`config.mk`:
```
export PLATFORM = sky130hd
export DESIGN_NAME = sound_sequencer
export DESIGN_NICKNAME = d
export VERILOG_FILES = /design/src/rtl/sound_pkg.sv /design/src/rtl/snd_timer.sv /design/src/rtl/sound_sequencer.sv
export SDC_FILE = /design/constraint.sdc
export NUM_CORES = 1
export LEC_CHECK = 0
export BUFFER_PORTS_ARGS = -buffer_cell sky130_fd_sc_hd__buf_2
export CORE_MARGIN = 2
export CORE_UTILIZATION = 51
export DETAILED_ROUTE_END_ITERATION = 10
export HOLD_SLACK_MARGIN = 0.12
export PLACE_DENSITY = 0.78
export RECOVER_POWER = 100
export SETUP_SLACK_MARGIN = 0.4
export SLEW_MARGIN = 20
export SYNTH_ARGS = -nofsm -noshare
export SYNTH_HDL_FRONTEND = slang
export SYNTH_SLANG_ARGS = --single-unit
export TNS_END_PERCENT = 20
```
`constraint.sdc`:
```
create_clock -name clk -period 3.1 [get_ports clk]
set_input_delay 0.62 -clock clk [delete_from_list [all_inputs] [get_ports clk]]
set_output_delay 0.62 -clock clk [all_outputs]
set_load 0.02 [all_outputs]
```
`src/rtl/sound_pkg.sv`:
```
// Shared definitions for the sound sequencer: FSM state encoding, default
// tone durations and the counter widths used by the FSM and its timer.
package sound_pkg;

    typedef enum logic [1:0] {
        ST_IDLE    = 2'd0,
        ST_ERR     = 2'd1,
        ST_WIN_ON  = 2'd2,
        ST_WIN_OFF = 2'd3
    } state_e;

    localparam int unsigned CNT_W   = 32;
    localparam int unsigned BEEPS_W = 8;

    localparam int unsigned DEF_ERR_CYCLES     = 50_000_000;
    localparam int unsigned DEF_WIN_ON_CYCLES  = 12_500_000;
    localparam int unsigned DEF_WIN_OFF_CYCLES = 12_500_000;
    localparam int unsigned DEF_WIN_BEEPS      = 3;

endpackage

```
`src/rtl/snd_timer.sv`:
```
// Loadable down-counter holding the cycles remaining in the current FSM state.
// It saturates at zero; a load always wins over counting.
module snd_timer
    import sound_pkg::*;
(
    input  logic             clk,
    input  logic             rst,
    input  logic             load,
    input  logic [CNT_W-1:0] load_val,
    output logic             zero
);

    logic [CNT_W-1:0] cnt_q;

    // NOTE: state registers use non-blocking assignments so every flop samples pre-edge values.
    always_ff @(posedge clk or posedge rst) begin
        if (rst) begin
            cnt_q <= '0;
        end else if (load) begin
            cnt_q <= load_val;
        end else if (cnt_q != '0) begin
            cnt_q <= cnt_q - CNT_W'(1);
        end
    end

    assign zero = (cnt_q == '0);

endmodule

```
`src/rtl/sound_sequencer.sv`:
```
// Turns one-cycle game event pulses into timed speaker enables: an error tone
// and a multi-beep victory pattern. Optional macro: SOUND_SEQUENCER_MUTE_EN.
module sound_sequencer
    import sound_pkg::*;
#(
    parameter int unsigned ERR_CYCLES     = DEF_ERR_CYCLES,
    parameter int unsigned WIN_ON_CYCLES  = DEF_WIN_ON_CYCLES,
    parameter int unsigned WIN_OFF_CYCLES = DEF_WIN_OFF_CYCLES,
    parameter int unsigned WIN_BEEPS      = DEF_WIN_BEEPS
) (
    input  logic clk,
    input  logic rst,
    input  logic err_pulse,
    input  logic win_pulse,
`ifdef SOUND_SEQUENCER_MUTE_EN
    input  logic mute,
`endif
    output logic activate_sound,
    output logic victory,
    output logic busy
);

    localparam logic [CNT_W-1:0]   ERR_LOAD   = CNT_W'(ERR_CYCLES - 1);
    localparam logic [CNT_W-1:0]   ON_LOAD    = CNT_W'(WIN_ON_CYCLES - 1);
    localparam logic [CNT_W-1:0]   OFF_LOAD   = CNT_W'(WIN_OFF_CYCLES - 1);
    localparam logic [BEEPS_W-1:0] BEEPS_LOAD = BEEPS_W'(WIN_BEEPS - 1);

    state_e             state_q, state_d;
    logic [BEEPS_W-1:0] beeps_q, beeps_d;
    logic               load;
    logic [CNT_W-1:0]   load_val;
    logic               cnt_zero;
    logic               act_q, vic_q, busy_q;

    snd_timer u_timer (
        .clk      (clk),
        .rst      (rst),
        .load     (load),
        .load_val (load_val),
        .zero     (cnt_zero)
    );

    // NOTE: every signal gets a default before the case so no latches are inferred.
    always_comb begin
        state_d  = state_q;
        beeps_d  = beeps_q;
        load     = 1'b0;
        load_val = '0;
        case (state_q)
            ST_IDLE, ST_ERR: begin
                if (win_pulse) begin
                    state_d  = ST_WIN_ON;
                    load     = 1'b1;
                    load_val = ON_LOAD;
                    beeps_d  = BEEPS_LOAD;
                end else if (err_pulse) begin
                    state_d  = ST_ERR;
                    load     = 1'b1;
                    load_val = ERR_LOAD;
                end else if (state_q == ST_ERR && cnt_zero) begin
                    state_d = ST_IDLE;
                end
            end
            ST_WIN_ON: begin
                if (cnt_zero) begin
                    if (beeps_q == '0) begin
                        state_d = ST_IDLE;
                    end else begin
                        state_d  = ST_WIN_OFF;
                        load     = 1'b1;
                        load_val = OFF_LOAD;
                    end
                end
            end
            ST_WIN_OFF: begin
                if (cnt_zero) begin
                    state_d  = ST_WIN_ON;
                    load     = 1'b1;
                    load_val = ON_LOAD;
                    beeps_d  = beeps_q - BEEPS_W'(1);
                end
            end
            default: state_d = ST_IDLE;
        endcase
    end

    // Outputs are registered from the next state so they align with state_q.
    always_ff @(posedge clk or posedge rst) begin
        if (rst) begin
            state_q <= ST_IDLE;
            beeps_q <= '0;
            act_q   <= 1'b0;
            vic_q   <= 1'b0;
            busy_q  <= 1'b0;
        end else begin
            state_q <= state_d;
            beeps_q <= beeps_d;
            act_q   <= (state_d == ST_ERR);
            vic_q   <= (state_d == ST_WIN_ON);
            busy_q  <= (state_d != ST_IDLE);
        end
    end

`ifdef SOUND_SEQUENCER_MUTE_EN
    assign activate_sound = act_q & ~mute;
    assign victory        = vic_q & ~mute;
`else
    assign activate_sound = act_q;
    assign victory        = vic_q;
`endif
    assign busy = busy_q;

endmodule

```
# Word-level counts from Yosys, hierarchy flattened
# Cells that the tools add are included.
# word_totals
regBits,45
input_bits,4
output_inout_bits,3
elab_cells,49
# classes
n_addsub,2
eq_ne,7
mux,24
n_reduce_logical,10
# op_table
cell,count
case mux 32 bit (3 select lines),1
2-to-1 mux 24 bit,3
2-to-1 mux 32 bit,2
2-to-1 mux 26 bit,2
logical NOT 32 bit,1
nonzero test 32 bit,1
subtractor 32 x 1 -> 32 bit (second input constant),1
2-to-1 mux 8 bit,2
case mux 8 bit (2 select lines),1
2-to-1 mux 2 bit,6
logical NOT 8 bit,1
subtractor 8 x 1 -> 8 bit (second input constant),1
equality test 2 bit (second input constant),3
case mux 2 bit (3 select lines),1
nonzero test 2 bit,3
2-to-1 mux 1 bit,5
equality test 2 x 1 -> 1 bit (second input constant),2
inequality test 2 bit (second input constant),2
case mux 1 bit (3 select lines),1
AND reduction 3 bit,1
logical NOT 2 bit,1
OR reduction 2 bit,1
logical AND 1 bit,1

# Longest topological paths before layout
# depth
word_depth,7
ltp_mapped,9
mapped_depth_nobuf,7

# By module
# From an unflattened synthesis, not the netlist that was laid out.
# unflattened
cells_unflattened,272
hier_area_um2,2567.5
# modules_own_cells
module,instances,cells_each,area_per_inst_um2,seq_area_each_um2
snd_timer,1,196,1836.8,800.8
sound_sequencer,1,76,730.7,325.3

# Least setup slack after synthesis
# OpenSTA, ideal clock, no wires.
# synth_timing
kind,reg-to-reg
start,register u_timer.cnt_q[0]
end,register u_timer.cnt_q[26]
setup_ns,0.077
arrival_ns,2.284
required_ns,3.023
setup_slack_ns,0.739
stages_incl_launch_ff,8
n_path_buf,0
synth_period_minus_slack_ns,2.361
cell_sequence,dfrtp_1 > inv_1 > ha_1 > nor4b_1 > nand4_1 > or2_4 > or4_1 > a21oi_1
# synth_via
elab_chain_len,4
elab_cells_between_ends,9
cone_classes,add/sub: 1; mux: 5; reduce/logical: 3
# synth_lines
item,line,rtl
"start, declared",snd_timer.sv:13,logic [CNT_W-1:0] cnt_q;
"start signal, assigned",snd_timer.sv:20,cnt_q <= load_val;
"start signal, assigned",snd_timer.sv:22,cnt_q <= cnt_q - CNT_W'(1);
branches (longest 4 deep; another with subtractor 32 x 1 -> 32 bit),--,
# Parallel ways; which one is timed is not known. The select of a mux whose other input is x is not followed.
# A chain may end at the register's enable or synchronous reset.

# Final worst setup path
# layout_timing
start,register u_timer.cnt_q[10]
end,register beeps_q[0]
# layout_via
elab_chain_len,3
# layout_lines
item,line,rtl
logical NOT 32 bit,snd_timer.sv:26,assign zero = (cnt_q == '0);
inequality test 2 bit (no source line),--,
AND reduction 3 bit (no source line),--,
"end signal, assigned",sound_sequencer.sv:97,beeps_q <= beeps_d;
"end, declared",sound_sequencer.sv:29,"logic [BEEPS_W-1:0] beeps_q, beeps_d;"
# Every way passes these cells.

==> results.sh <==
export IMPL_status="finished with violations"
export IMPL_violations="max-capacitance violations, max-slew violations"
export IMPL_synth_area_um2=2680
export IMPL_grt_use_total_pct=21.8
export IMPL_final_hold_viol_count=0
export IMPL_synth_xor_area_share_pct=3.59
export IMPL_final_layout_size_suffix_gt1_share_pct=11.9
export IMPL_dp_hpwl_um=4170
export IMPL_slew_violations=46
export IMPL_finalSetupViolations=0
export IMPL_postCtsSetupBuffers=0
export IMPL_hold_path_class="reg -> reg"
export IMPL_yosys_cell_count_top_type="dfrtp_1"
export IMPL_yosysUniqueCellTypes=52
export IMPL_power_leakage_nw=1.05
export IMPL_whs_path_depth=1
export IMPL_synth_top_area_share_pct=42.0
export IMPL_cts_tree="yes"
export IMPL_yosysSeqAreaShare_pct=42.0
export IMPL_drt_total_wl_um=6040
export IMPL_fin_util_pct=56.3
export IMPL_synth_fa_ha_area_share_pct=1.40
export IMPL_cp_slowest_stage_delay_ns=0.77
export IMPL_finalCriticalPeriod_ns=2.77
export IMPL_place_ws_ns=0.561
export IMPL_routedWlPerCell_um=16.5
export IMPL_dr_pass1_iters=4
export IMPL_coreArea_um2=5070
export IMPL_yosys_area_share_simple_pct=31.5
export IMPL_cts_root_buf="clkbuf_8"
export IMPL_cts_buffers=5
export IMPL_cp_required_ns=3.30
export IMPL_fin_crit_sh_pct=89.2
export IMPL_grt_max_degree=46
export IMPL_r2r_cells=6
export IMPL_gp_congestion=0.857
export IMPL_grt_pass1_wl_um=10300
export IMPL_yosys_mux_area_fraction_pct=1.49
export IMPL_total_power_w=0.00155
export IMPL_ys_warn_count=0
export IMPL_worst_ir_drop_vdd_uv=396
export IMPL_synthTopCellsByCount="dfrtp_1 (45), a21oi_1 (19), nor2_1 (19)"
export IMPL_die_w_um=76.5
export IMPL_viasPerCell=6.19
export IMPL_crit_arrival_ns=2.96
export IMPL_cpMaxStageDelayCell="nor4_2"
export IMPL_n_antenna_cell=0
export IMPL_initial_core_util_pct=52.8
export IMPL_syn_area_per_cell_um2=9.31
export IMPL_startpoint_type="register"
export IMPL_yosys_area_top_type="dfrtp_1"
export IMPL_synthTopCellsByArea="dfrtp_1 (42%), or4_1 (4.2%), a21oi_1 (3.5%)"
export IMPL_worstPathCellList="nor4_1 -> nand4_2 -> nor4_2 -> clkbuf_1 -> nand3_1 -> mux2i_1"
export IMPL_drc_errors=0
export IMPL_finalWorstSetupSlack_ns=0.334
export IMPL_crit_type="reg -> reg"
export IMPL_cts_sinks=45
export IMPL_grt_pass1_vias=2192
export IMPL_synth_cells=288
export IMPL_cts_repair_resize_count=0
export IMPL_setup_tns_final_ns=0
export IMPL_synth_seq_cells=45
export IMPL_whs_ns=0.483
export IMPL_crit_fanout=10
export IMPL_area_growth_syn_to_layout_pct=6.49
export IMPL_rows=26
export IMPL_htreeDepth=2
export IMPL_die_h_um=76.5
export IMPL_rsz0062_at_grt="true"
export IMPL_worst_clock_skew_ns=0.00989
export IMPL_max_slew_worst_pin_slew_ns=1.68
export IMPL_synth_flop_cell="dfrtp_1"
export IMPL_drtIter0Drc=165
export IMPL_multi_input_area_um2=1430
export IMPL_vias=2260
export IMPL_cts_buffer_depth=2
export IMPL_clkTransAtPathRegs_ns=0.09
export IMPL_synthArstFlopShare_pct=100
export IMPL_grt_overflow=0
export IMPL_die_area_um2=5850
export IMPL_port_buffers=6
export IMPL_cap_viol_max_count=1
export IMPL_nets=301
export IMPL_boundaryPins=7
export IMPL_maxSlewHeadroom_pct=-12.0
export IMPL_synth_edf_count=0
export IMPL_clock_latency_ns=0.31
export IMPL_fmax_ghz=0.362
export IMPL_antenna_found_initial=0
export IMPL_power_density_nw_per_um2=542
export IMPL_final_antenna_net_count=0
export IMPL_seqCellArea_um2=1130
export IMPL_fillers=483
export IMPL_synth_compound_area_share_pct=15.9
export IMPL_ctsHoldBuffers=0
export IMPL_synth_top_family_by_area="simple AND/OR/NAND/NOR gates"
export IMPL_syn_num_nets=295
export IMPL_cp_end_kind="register"
## state kept, by name, indices dropped and copies added, names as in the netlist
name,flops
u_timer.cnt_q,32
beeps_q,8
state_q,2
activate_sound,1
busy,1
victory,1
## per-stage QoR
| step | cells | cell area, um^2 |
|---|---|---|
| detailed placement | 357 | 2770 |
| CTS | 365 | 2890 |
| global placement | 357 | 2770 |
| finish | 365 | 2860 |
| global route | 365 | 2860 |
| floorplan | 288 | 2680 |
## area by class of cell
type / count / share of cell area (%)
clock inverters: 3 / 1.62
inverters: 9 / 1.18
flip-flops and latches: 45 / 39.4
clock buffers: 5 / 2.41
multi-input cells: 220 / 50.0
well taps: 70 / 3.07
repair buffers: 13 / 2.28
## final timing paths
kind | startpoint | end | slack, ns
setup / recovery | u_timer.cnt_q[10] | beeps_q[0] | 0.33
hold / removal | beeps_q[0] | beeps_q[0] | 0.48
setup reg to reg | u_timer.cnt_q[10] | beeps_q[0] | 0.33
hold reg to reg | beeps_q[0] | beeps_q[0] | 0.48
max in group asynchronous | rst | u_timer.cnt_q[7] | 1.30
min in group asynchronous | rst | beeps_q[6] | 0.83
## metal layers
| metal | share of wire, % | GRT usage [%] | vias to the layer above |
|---|---|---|---|
| li1 | - | - | 1096 |
| met5 | 0 | 0 | - |
| met2 | 47 | 34.6 | 52 |
| met1 | 48 | 29.8 | 1106 |
| met3 | 4.5 | 3.67 | 6 |
| met4 | 0.68 | 8.36 | 0 |
## placed cells by master (no fill, tap or decap), drive strengths merged, types with 4 or more instances in the layout
| cell | instances |
|---|---|
| or2 | 6 |
| o211ai | 6 |
| mux2i | 4 |
| clkbuf | 12 |
| a21oi | 19 |
| xor2 | 5 |
| nor4 | 9 |
| nand4b | 4 |
| nand2 | 14 |
| o21ai | 17 |
| buf | 6 |
| nor3 | 15 |
| inv | 9 |
| nor2 | 19 |
| nand3 | 15 |
| nand4 | 4 |
| or3 | 13 |
| a31oi | 6 |
| xnor2 | 6 |
| or4 | 17 |
| dfrtp | 45 |
| o31ai | 8 |
## report_power, final
group,switching [W],internal [W]
registers,0.000117,0.000669
logic,0.000169,0.000141
clock network,0.000210,0.000241
## kinds of logic after synthesis
group / after synthesis
AND/OR/NAND/NOR: 133
AO/OA/AOI/OAI: 69
flip-flops: 45
buffers and inverters: 23
XOR/XNOR: 11
multiplexers: 4
adder cells (fa/ha/maj): 3
## worst max-delay path: cells and delay by family, from the launching register on
family / cells / cell delay (ns)
buf+inv: 1 / 0.39
flops: 1 / 0.43
mux: 1 / 0.16
simple gates: 4 / 1.66
No activity file was read; power rests on OpenSTA's default activity.
